[config.mk]
export PLATFORM = sky130hd
export DESIGN_NAME = fa_serial_8
export DESIGN_NICKNAME = d
export VERILOG_FILES = /design/src/rtl/fa_serial_8.sv
export SDC_FILE = /design/constraint.sdc
export NUM_CORES = 1
export LEC_CHECK = 0
export ABC_CLOCK_PERIOD_IN_PS = 1310
export BUFFER_PORTS_ARGS = -buffer_cell sky130_fd_sc_hd__buf_4
export CAP_MARGIN = 20
export CELL_PAD_IN_SITES_DETAIL_PLACEMENT = 0
export CELL_PAD_IN_SITES_GLOBAL_PLACEMENT = 1
export CORE_MARGIN = 2
export CORE_UTILIZATION = 36
export DETAILED_ROUTE_END_ITERATION = 6
export PLACE_DENSITY_LB_ADDON = 0.1
export SLEW_MARGIN = 20
export SYNTH_ARGS = -nofsm -noshare
export SYNTH_HDL_FRONTEND = slang
export SYNTH_SLANG_ARGS = --single-unit
[constraint.sdc]
create_clock -name clk -period 1.31 [get_ports clk]
set_input_delay 0.1965 -clock clk [delete_from_list [all_inputs] [get_ports clk]]
set_output_delay 0.1965 -clock clk [all_outputs]
set_load 0.01 [all_outputs]
[src/rtl/fa_serial_8.sv]
// ---------------------------------------------------------------------------
// fa_serial_8 : multi-cycle digit-serial adder.
//
// Computes a + b + cin over NDIG = DATA_WIDTH/DIGIT_WIDTH clock cycles. Each
// cycle adds one DIGIT_WIDTH-wide digit, starting from the least significant
// one. A carry register links consecutive digits. The adder trades latency
// for area.
//
// Ports:
//   clk        rising-edge clock
//   rst_n      synchronous reset, active-low
//   in_valid   operands a, b, cin are valid
//   in_ready   block can accept operands (IDLE only, and only out of reset)
//   a, b       augend / addend, DATA_WIDTH bits
//   cin        carry into digit 0
//   out_valid  sum/cout/ovf/zero are valid; held until out_ready
//   out_ready  consumer accepts the result
//   sum        (a + b + cin) mod 2^DATA_WIDTH
//   cout       carry out of the MSB
//   ovf        two's-complement overflow (carry into MSB ^ carry out of MSB)
//   zero       sum == 0
// ---------------------------------------------------------------------------
module fa_serial_8 #(
    parameter int DATA_WIDTH  = 8,
    parameter int DIGIT_WIDTH = 1
) (
    input  logic                  clk,
    input  logic                  rst_n,
    input  logic                  in_valid,
    output logic                  in_ready,
    input  logic [DATA_WIDTH-1:0] a,
    input  logic [DATA_WIDTH-1:0] b,
    input  logic                  cin,
    output logic                  out_valid,
    input  logic                  out_ready,
    output logic [DATA_WIDTH-1:0] sum,
    output logic                  cout,
    output logic                  ovf,
    output logic                  zero
);

    localparam int NDIG = DATA_WIDTH / DIGIT_WIDTH;
    localparam int CW   = (NDIG > 1) ? $clog2(NDIG) : 1;
    localparam logic [CW-1:0] LAST_DIG = CW'(NDIG - 1);

    // The digit width must tile the operand exactly.
    if ((DATA_WIDTH % DIGIT_WIDTH) != 0) begin : g_bad_digit_width
        $error("fa_serial_8: DIGIT_WIDTH must divide DATA_WIDTH exactly");
    end

    typedef enum logic [1:0] {
        S_IDLE = 2'd0,
        S_RUN  = 2'd1,
        S_OUT  = 2'd2
    } state_t;

    state_t r_state;
    state_t w_state_next;

    logic [DATA_WIDTH-1:0]  r_a_sh;
    logic [DATA_WIDTH-1:0]  r_b_sh;
    logic                   r_carry;
    logic [CW-1:0]          r_cnt;
    logic [DATA_WIDTH-1:0]  r_sum;
    logic                   r_cout;
    logic                   r_ovf;
    logic                   r_zero;

    logic                   w_accept;
    logic                   w_last;
    logic [DIGIT_WIDTH-1:0] w_a_dig;
    logic [DIGIT_WIDTH-1:0] w_b_dig;
    logic [DIGIT_WIDTH:0]   w_dsum;
    logic                   w_c_msb;
    logic [DATA_WIDTH-1:0]  w_sum_shift;

    // ---------------- FSM: state register ----------------
    always_ff @(posedge clk) begin
        if (!rst_n) begin
            r_state <= S_IDLE;
        end else begin
            r_state <= w_state_next;
        end
    end

    // ---------------- FSM: next-state logic ----------------
    always_comb begin
        w_state_next = r_state;
        case (r_state)
            S_IDLE:  if (in_valid)  w_state_next = S_RUN;
            S_RUN:   if (w_last)    w_state_next = S_OUT;
            S_OUT:   if (out_ready) w_state_next = S_IDLE;
            default:                w_state_next = S_IDLE;
        endcase
    end

    // ---------------- FSM: outputs ----------------
    always_comb begin
        in_ready  = (r_state == S_IDLE) && rst_n;
        out_valid = (r_state == S_OUT);
    end

    // ---------------- Datapath ----------------
    assign w_accept = in_valid & in_ready;
    assign w_last   = (r_state == S_RUN) && (r_cnt == LAST_DIG);
    assign w_a_dig  = r_a_sh[DIGIT_WIDTH-1:0];
    assign w_b_dig  = r_b_sh[DIGIT_WIDTH-1:0];
    assign w_dsum   = {1'b0, w_a_dig} + {1'b0, w_b_dig}
                    + {{DIGIT_WIDTH{1'b0}}, r_carry};

    // The carry into a digit's top bit is recovered from that bit's sum:
    // s = a ^ b ^ c  =>  c = a ^ b ^ s. On the final digit this is the carry
    // into the operand MSB, which works for any digit width.
    assign w_c_msb  = w_a_dig[DIGIT_WIDTH-1] ^ w_b_dig[DIGIT_WIDTH-1]
                    ^ w_dsum[DIGIT_WIDTH-1];

    // New digits enter from the MSB side. After NDIG shifts, digit 0 has
    // reached the bottom of the sum register.
    if (NDIG == 1) begin : g_single_digit
        assign w_sum_shift = w_dsum[DIGIT_WIDTH-1:0];
    end else begin : g_multi_digit
        assign w_sum_shift = {w_dsum[DIGIT_WIDTH-1:0], r_sum[DATA_WIDTH-1:DIGIT_WIDTH]};
    end

    always_ff @(posedge clk) begin
        if (!rst_n) begin
            r_a_sh  <= '0;
            r_b_sh  <= '0;
            r_carry <= 1'b0;
            r_cnt   <= '0;
            r_sum   <= '0;
            r_cout  <= 1'b0;
            r_ovf   <= 1'b0;
            r_zero  <= 1'b0;
        end else if (w_accept) begin
            r_a_sh  <= a;
            r_b_sh  <= b;
            r_carry <= cin;
            r_cnt   <= '0;
        end else if (r_state == S_RUN) begin
            r_a_sh  <= r_a_sh >> DIGIT_WIDTH;
            r_b_sh  <= r_b_sh >> DIGIT_WIDTH;
            r_carry <= w_dsum[DIGIT_WIDTH];
            r_cnt   <= r_cnt + CW'(1);
            r_sum   <= w_sum_shift;
            if (w_last) begin
                r_cout <= w_dsum[DIGIT_WIDTH];
                r_ovf  <= w_c_msb ^ w_dsum[DIGIT_WIDTH];
                r_zero <= (w_sum_shift == '0);
            end
        end
    end

    assign sum  = r_sum;
    assign cout = r_cout;
    assign ovf  = r_ovf;
    assign zero = r_zero;

endmodule

==> flow_summary.json <==
{
  "antenna_found_initial": 0,
  "power_density_nw_per_um2": 1130,
  "fin_ws_ps": -173,
  "ys_seq_elements": 33,
  "crit_type": "reg2reg",
  "ios": 34,
  "hold_buffers": 0,
  "clkLatencyLatePin_ps": 280,
  "grt_max_degree": 18,
  "violations": "setup timing",
  "rows": 23,
  "firstDrtPassIters": 4,
  "p_leak_nw": 0.792,
  "hold_start": "a[7]",
  "maxCapViolCount": 0,
  "finalSetupViolCount": 2,
  "met2_usage_pct": 23.9,
  "wl_per_cell_um": 12.8,
  "ys.warnings.count": 0,
  "fmax_mhz": 674,
  "critical_path_arrival_ps": 1700,
  "r2r_start": "r_carry$_SDFFE_PN0P_",
  "yosys.area.top_type": "dfxtp_1",
  "critPathRequiredTime_ps": 1530,
  "synth_area_um2": 1540,
  "r2r-end": "zero$_SDFFE_PN0P_",
  "port_buffers": 33,
  "worst_slew_pin_slew_ps": 382,
  "cts_made_buffers": 5,
  "start_util_pct": 38.0,
  "gp_congestion": 0.752,
  "r2r_setup_slack_ps": -170,
  "vias_per_cell": 5.04,
  "nNetsFinal": 241,
  "final_util_pct": 50.6,
  "area_delta_synth_final_pct": 33.1,
  "setup_tns_ps": -296,
  "synth_top_area_share_pct": 42.9,
  "synth_cells": 171,
  "clock-sinks": 33,
  "final_common_cell": "nand2_1",
  "drt_first_iter_violations": 109,
  "period_share_pct": 113,
  "antenna_cells": 0,
  "hpwl_um": 2410,
  "ys_seq_area_share_pct": 42.9,
  "hp-class": "in2reg",
  "layout_common_cells": "54 x nand2_1, 48 x buf_4, 28 x dfxtp_1, 15 x a21oi_1, 13 x a311oi_2",
  "ys_types": 27,
  "drc_errors": 0,
  "hold_slack_ps": 170,
  "totalWireLength_um": 3420,
  "ant_nets": 0,
  "met1_usage_pct": 19.2,
  "status": "finished, violations left",
  "cp_max_fo": 2,
  "clock_path_buffers": 2,
  "die_h_um": 69.4,
  "grt_setup_unrepaired": "yes",
  "first_global_vias": 1338,
  "clock_skew_ps": 3.80,
  "finalCriticalPeriod_ps": 1480,
  "htreeDepth": 2,
  "r2r_cells": 5,
  "peakVddDrop_uv": 726,
  "cts-root-buf": "clkbuf_8",
  "grt_use_total_pct": 15.1,
  "hold_end": "r_a_sh[7]$_SDFFE_PN0P_",
  "end_kind": "register",
  "fp.dieW_um": 69.4,
  "synth_area_leaders": "dfxtp_1 43%, nand2_1 13%, a311oi_2 11%",
  "final_hold_viol_count": 0,
  "max-slew-margin-rel_pct": 74.3,
  "cts_tree": "built",
  "floorplan.core_area_um2": 4060,
  "grt_overflow": 0,
  "path_clk_slew_ps": 60,
  "cp-start-kind": "register",
  "groute.layer.met3.usage_pct": 5.67,
  "drive_gt1_share_pct": 42.9,
  "hold-path-cell-count": 3,
  "syn_nets": 195,
  "vias": 1346,
  "slew_violations": 0,
  "die-area_um2": 4820,
  "fin_total_pwr_w": 0.00232,
  "grt_pass1_wl_um": 5930,
  "grt_most_used_layer": "met2",
  "syn_avg_cell_area_um2": 9.01
}
## synthesized netlist by cell type
library cell and number:
a21oi_1 15, a311oi_1 5, a311oi_2 11, and2b_1 2, and4bb_2 1, buf_12 1, buf_2 2, buf_4 3
buf_6 4, clkbuf_1 3, dfxtp_1 33, fa_1 1, ha_1 2, inv_1 1, mux2i_1 1, nand2_1 54
nand2b_1 2, nand3_1 2, nand3b_1 1, nand4_1 1, nand4bb_1 1, nor2_1 6, nor2_2 11, nor3_1 1
nor4_1 2, o31ai_1 1, xnor2_1 4
## where the power goes
part	leakage, nW	total (W)	switching (W)	internal [W]
logic	0.477	0.000461	0.000224	0.000238
clock network	0.0443	0.000759	0.000343	0.000416
registers	0.271	0.00110	0.0000363	0.00106
total	0.792	0.00232	0.000603	0.00172
## worst max-delay path: stages, from the launching register on
cell	delay, ps
dfxtp_2	360
fa_2	470
buf_4	170
nor4_4	190
nand4_1	110
a21oi_1	120
## what timing repair did
action	4_1_cts	5_1_grt
buffers inserted	1	1
pin swaps	1	2
resized for setup	5	8
endpoints found under the hold margin	0	0
setup endpoints to repair	4	6
## flip-flops by register name, indices dropped and copies added, names as in the netlist
register and flops:
sum 8, ovf 1, zero 1, r_b_sh 8
r_carry 1, cout 1, r_cnt 3, r_a_sh 8
r_state 2
## worst max path at each step
stage | from | to | slack [ps]
floorplan | r_carry$_SDFFE_PN0P_ | ovf$_SDFFE_PN0P_ | -70
global placement | r_carry$_SDFFE_PN0P_ | ovf$_SDFFE_PN0P_ | -90
detailed placement | r_carry$_SDFFE_PN0P_ | ovf$_SDFFE_PN0P_ | -120
CTS | r_b_sh[0]$_SDFFE_PN0P_ | ovf$_SDFFE_PN0P_ | -130
global route | r_b_sh[0]$_SDFFE_PN0P_ | ovf$_SDFFE_PN0P_ | -240
finish | r_carry$_SDFFE_PN0P_ | zero$_SDFFE_PN0P_ | -170
## cell type report
cell class / count / area [um2]
Clock buffer: 7 / 86.3
Fill cell: 409 / 2010
Multi-Input combinational cell: 124 / 810
Timing Repair Buffer: 52 / 423
Tap cell: 50 / 62.6
Inverter: 1 / 3.75
Sequential cell: 33 / 667
## stage by stage
step                worst slack, ps  area [um2]  instances
floorplan                     -66.1        1540        171
global placement              -94.0        1900        258
detailed placement             -124        1900        258
CTS                            -128        2010        266
global route                   -241        2050        267
finish                         -173        2050        267
## layer usage
layer,share of wire (%),vias up
li1,-,676
met1,46,624
met2,47,44
met3,6.7,2
met4,0.50,0
met5,0,-
## logic make-up after synthesis
family                   share of synthesized area (%)
AND/OR/NAND/NOR                                   25.1
XOR/XNOR                                          2.27
adder cells (fa/ha/maj)                           2.92
multiplexers                                     0.649
AO/OA/AOI/OAI                                     18.9
buffers and inverters                             7.30
flip-flops                                        42.9
No activity file was read; power rests on OpenSTA's default activity.
